`config.mk`:
```
export PLATFORM = sky130hd
export DESIGN_NAME = fast_core_code_mem_arbiter
export DESIGN_NICKNAME = d
export VERILOG_FILES = /design/src/rtl/fast_core_code_mem_arbiter.sv
export SDC_FILE = /design/constraint.sdc
export NUM_CORES = 1
export LEC_CHECK = 0
export ABC_AREA = 1
export BUFFER_PORTS_ARGS = -buffer_cell sky130_fd_sc_hd__buf_4
export CAP_MARGIN = 20
export CORE_MARGIN = 8
export CORE_UTILIZATION = 35
export DETAILED_ROUTE_END_ITERATION = 10
export GPL_TIMING_DRIVEN = 0
export PLACE_DENSITY_LB_ADDON = 0.3
export SETUP_SLACK_MARGIN = 0.3
export SKIP_CTS_REPAIR_TIMING = 1
export SYNTH_ARGS = -nofsm -noshare
export SYNTH_HDL_FRONTEND = slang
export SYNTH_SLANG_ARGS = --single-unit
export TNS_END_PERCENT = 50
```
`constraint.sdc`:
```
create_clock -name clk -period 3.8 [get_ports clk]
set_clock_uncertainty 0.1 [all_clocks]
set_input_delay 0.76 -clock clk [delete_from_list [all_inputs] [get_ports clk]]
set_output_delay 0.76 -clock clk [all_outputs]
set_load 0.02 [all_outputs]
```
`src/rtl/fast_core_code_mem_arbiter.sv`:
```
// Code memory arbiter: port A belongs to instruction fetch, port B is shared between fetch
// and an aux requester (MOVC reads / loader writes) with a starvation limit for aux.
module fast_core_code_mem_arbiter #(
  parameter int unsigned PC_BITWIDTH  = 16,
  parameter int unsigned DATA_WIDTH   = 8,
  parameter int unsigned MEM_LATENCY  = 1,
  parameter int unsigned STARVE_LIMIT = 4
) (
  input  logic                   clk,
  input  logic                   reset,
  input  logic                   sync_reset,
  input  logic                   fetch_re_A,
  input  logic                   fetch_re_B,
  input  logic [PC_BITWIDTH-1:0] fetch_addr_A,
  input  logic [PC_BITWIDTH-1:0] fetch_addr_B,
  output logic                   fetch_stall,
  output logic                   fetch_valid,
  output logic [DATA_WIDTH-1:0]  fetch_data_A,
  output logic [DATA_WIDTH-1:0]  fetch_data_B,
  input  logic                   aux_req,
  input  logic                   aux_we,
  input  logic [PC_BITWIDTH-1:0] aux_addr,
  input  logic [DATA_WIDTH-1:0]  aux_wdata,
  output logic                   aux_ack,
  output logic                   aux_rvalid,
  output logic [DATA_WIDTH-1:0]  aux_rdata,
  output logic                   mem_re_A,
  output logic [PC_BITWIDTH-1:0] mem_addr_A,
  output logic                   mem_re_B,
  output logic                   mem_we_B,
  output logic [PC_BITWIDTH-1:0] mem_addr_B,
  output logic [DATA_WIDTH-1:0]  mem_wdata_B,
  input  logic [DATA_WIDTH-1:0]  mem_q_A,
  input  logic [DATA_WIDTH-1:0]  mem_q_B
);

  localparam int unsigned StarveW = (STARVE_LIMIT < 2) ? 1 : $clog2(STARVE_LIMIT + 1);
  localparam int unsigned LatW    = (MEM_LATENCY < 2) ? 1 : $clog2(MEM_LATENCY + 1);
  localparam logic [StarveW-1:0] StarveMax = StarveW'(STARVE_LIMIT);
  localparam logic [LatW-1:0]    LatMax    = LatW'(MEM_LATENCY);

  typedef enum logic [2:0] {
    StHold = 3'b001,
    StRun  = 3'b010,
    StAux  = 3'b100
  } state_e;

  state_e                 state_q;
  logic [StarveW-1:0]     starve_q;
  logic [LatW-1:0]        aux_left_q;
  logic [MEM_LATENCY-1:0] fetch_tag_q;
  logic [MEM_LATENCY-1:0] aux_tag_q;

  logic running;
  logic in_run;
  logic aux_grant;
  logic fetch_b;
  logic fetch_issue;

  // sync_reset overrides everything in its cycle, so it also masks this cycle's grants.
  always_comb begin
    running     = !sync_reset && (state_q != StHold);
    in_run      = !sync_reset && (state_q == StRun);
    aux_grant   = in_run && aux_req && (!fetch_re_B || (starve_q == StarveMax));
    fetch_stall = aux_grant && fetch_re_B;
    fetch_b     = running && fetch_re_B && !aux_grant;

    mem_re_A    = running && fetch_re_A && !fetch_stall;
    mem_addr_A  = running ? fetch_addr_A : '0;

    mem_re_B    = aux_grant ? !aux_we : fetch_b;
    mem_we_B    = aux_grant && aux_we;
    mem_addr_B  = aux_grant ? aux_addr : (running ? fetch_addr_B : '0);
    mem_wdata_B = aux_grant ? aux_wdata : '0;
    aux_ack     = aux_grant;

    fetch_issue = mem_re_A || fetch_b;
  end

  always_comb begin
    fetch_valid  = fetch_tag_q[MEM_LATENCY-1];
    aux_rvalid   = aux_tag_q[MEM_LATENCY-1];
    fetch_data_A = fetch_valid ? mem_q_A : '0;
    fetch_data_B = fetch_valid ? mem_q_B : '0;
    aux_rdata    = aux_rvalid ? mem_q_B : '0;
  end

  always_ff @(posedge clk or posedge reset) begin
    if (reset) begin
      state_q     <= StHold;
      starve_q    <= '0;
      aux_left_q  <= '0;
      fetch_tag_q <= '0;
      aux_tag_q   <= '0;
    end else if (sync_reset) begin
      state_q     <= StHold;
      starve_q    <= '0;
      aux_left_q  <= '0;
      fetch_tag_q <= '0;
      aux_tag_q   <= '0;
    end else begin
      // Owner tags travel alongside the memory read latency.
      fetch_tag_q[0] <= fetch_issue;
      aux_tag_q[0]   <= aux_grant && !aux_we;
      for (int i = 1; i < MEM_LATENCY; i++) begin
        fetch_tag_q[i] <= fetch_tag_q[i-1];
        aux_tag_q[i]   <= aux_tag_q[i-1];
      end

      if (!aux_req || aux_grant) begin
        starve_q <= '0;
      end else if ((state_q == StRun) && (starve_q != StarveMax)) begin
        starve_q <= starve_q + StarveW'(1);
      end

      unique case (state_q)
        StHold: state_q <= StRun;
        StRun: begin
          if (aux_grant && !aux_we) begin
            state_q    <= StAux;
            aux_left_q <= LatMax;
          end
        end
        StAux: begin
          if (aux_left_q == LatW'(1)) begin
            state_q    <= StRun;
            aux_left_q <= '0;
          end else begin
            aux_left_q <= aux_left_q - LatW'(1);
          end
        end
        default: state_q <= StHold;
      endcase
    end
  end

endmodule

```
==> results.sh <==
export IMPL_pwr_share_seq=0.207
export IMPL_die_area_um2=5610
export IMPL_grt_antenna_before_repair=0
export IMPL_detail_route_antenna_nets=0
export IMPL_dr_pass1_iters=4
export IMPL_crit_fanout=10
export IMPL_cts_htree_levels=1
export IMPL_grt_max_degree=11
export IMPL_cts_tree="yes"
export IMPL_synth_flop_cell="dfrtp_1"
export IMPL_clkSinkCount=9
export IMPL_nets=461
export IMPL_max_freq_mhz=372
export IMPL_min_period_ns=2.69
export IMPL_clock_latency_ns=0.26
export IMPL_pwr_share_comb=0.652
export IMPL_die_w_um=74.9
export IMPL_synthToLayoutAreaGrowth_pct=99.1
export IMPL_min_period_over_period=0.707
export IMPL_clk_path_buf_depth=2
export IMPL_wl_per_cell_um=12.8
export IMPL_final_layout_size_suffix_gt1_frac=0.454
export IMPL_total_power_uw=530
export IMPL_final_hold_viol_count=0
export IMPL_final_setup_tns_ns=0
export IMPL_setup_viol=0
export IMPL_ir_worst_vdd_v=0.000215
export IMPL_ioPinCount=150
export IMPL_synth_ff_latch_count=9
export IMPL_arrival_ns=1.83
export IMPL_hold_class="primary input to async pin"
export IMPL_syn_area_per_cell_um2=5.37
export IMPL_path_clk_slew_ns=0.06
export IMPL_critPathKind="primary input to output pin"
export IMPL_synth_warnings=0
export IMPL_row_count=21
export IMPL_vias_per_cell=4.23
export IMPL_crit_path_end_kind="output pin"
export IMPL_vias=1799
export IMPL_synth_top_cell_area_share=0.220
export IMPL_slew_headroom=0.755
export IMPL_synth_cells=226
export IMPL_run_status="completed"
export IMPL_wl_um=5440
export IMPL_power_leakage_uw=0.00174
export IMPL_worstMarginPinSlew_ns=0.368
export IMPL_synthTopCellsByArea="nand2_1 (22%), inv_1 (19%), dfrtp_1 (16%)"
export IMPL_netSwitchingPower_uw=230
export IMPL_drt_initial_drc_count=32
export IMPL_ys_types=24
export IMPL_rrSetupSlack_ns=2.19
export IMPL_yosysSeqAreaShare=0.187
export IMPL_yosys_area_top_type="nand2_1"
export IMPL_drc=0
export IMPL_synth_area_um2=1210
export IMPL_track_usage=0.178
export IMPL_syn_nets=307
export IMPL_power_density_nw_per_um2=219
export IMPL_place_hpwl_um=4930
export IMPL_startpoint_type="primary input"
export IMPL_drv_cap=0
export IMPL_clock_root_buffer="clkbuf_4"
export IMPL_power_share_clock=0.141
export IMPL_rsz0062_at_grt="no"
export IMPL_numCtsBuffers=3
export IMPL_p_int_uw=300
export IMPL_core_region_area_um2=3340
export IMPL_place_gp_congestion=0.800
export IMPL_grt_overflow_total=0
export IMPL_dieHeight_um=74.9
export IMPL_start_util=0.364
export IMPL_slew_viol_final=0
export IMPL_swShare=0.434
export IMPL_stdcell_count=425
export IMPL_post_synth_top_count_cell="nand2_1"
export IMPL_synthArstFlopShare=1.00
export IMPL_grt_pass1_wl_um=7910
export IMPL_io_buffers=149
export IMPL_grt_pass1_vias=1784
export IMPL_synth_edff_count=0
export IMPL_critical_path_required_ns=2.94
export IMPL_dp_cells=421
export IMPL_n_antenna_cell=0
export IMPL_synth_common_cells="nand2_1 (71), inv_1 (63), nor2_1 (29)"
## per-stage QoR
stage | utilization | worst slack (ns) | area, µm² | hold WS [ns]
floorplan | - | 1.31 | 1210 | 0.342
global placement | 0.716 | 1.13 | 2390 | 0.356
detailed placement | 0.716 | 1.11 | 2390 | 0.363
CTS | 0.724 | 1.11 | 2420 | 0.363
global route | 0.724 | 0.988 | 2420 | 0.391
finish | 0.724 | 1.11 | 2420 | 0.357
## flip-flops by register name (all words and copies together) (netlist names)
register and cells:
aux_left_q 1, aux_rvalid 1, fetch_valid 1, starve_q 3, state_q 3
## kinds of logic (layout without fill, tap and decap cells)
kind of cell,count (synthesis),in the layout,share of synthesized area
fa+ha+maj,2,2,0.0206
buf+inv,75,228,0.270
simple gates,135,135,0.502
compound gates,5,5,0.0206
flops,9,9,0.187
## power by group through the flow
stage          registers (µW)  logic (µW)  clock network, µW
4_1_cts                   109         349               76.2
6_report                  109         345               74.9
5_1_grt                   110         377               81.8
3_3_place_gp              111         344                  0
3_5_place_dp              111         349                  0
2_1_floorplan             113         173                  0
## worst max-delay path, cell delays in order
cell	delay [ns]
buf_4	0.12
inv_2	0.12
nand2_4	0.09
nor2_8	0.13
nand2_4	0.12
inv_8	0.11
buf_12	0.13
nand2_1	0.05
nand2_1	0.06
buf_4	0.14
## worst paths after layout
path | start | end | depth (start not counted)
hold reg to reg | aux_left_q | aux_left_q | 2
setup reg to reg | starve_q[0] | aux_left_q | 9
max in group asynchronous | reset | state_q[0] | 2
min in group clk | aux_left_q | aux_left_q | 2
hold / removal | reset | starve_q[0] | 2
setup / recovery | sync_reset | mem_addr_B[11] | 10
## metal layers
metal,vias up,track usage,wire [µm]
li1,946,-,-
met1,748,0.164,1660
met2,101,0.334,2810
met3,4,0.104,926
met4,0,0.0217,42
met5,-,0,0
## area by class of cell
type,count,area (µm²)
Timing Repair Buffer,149,1120
Clock buffer,4,26.3
Tap cell,46,57.6
Inverter,67,262
Multi-Input combinational cell,142,659
Buffer,8,66.3
Sequential cell,9,226
Fill cell,291,921
## cells in the final DEF (no fill, tap or decap), drive strengths merged
cell and n:
nand4 1, nand3 24, dfstp 1, nor2 31
nor3 1, o21ai 3, inv 67, clkbuf 7
buf 154, ha 2, dfrtp 8, nand2 78
a21oi 2
Note: power is estimated with default switching activity, not from simulation.
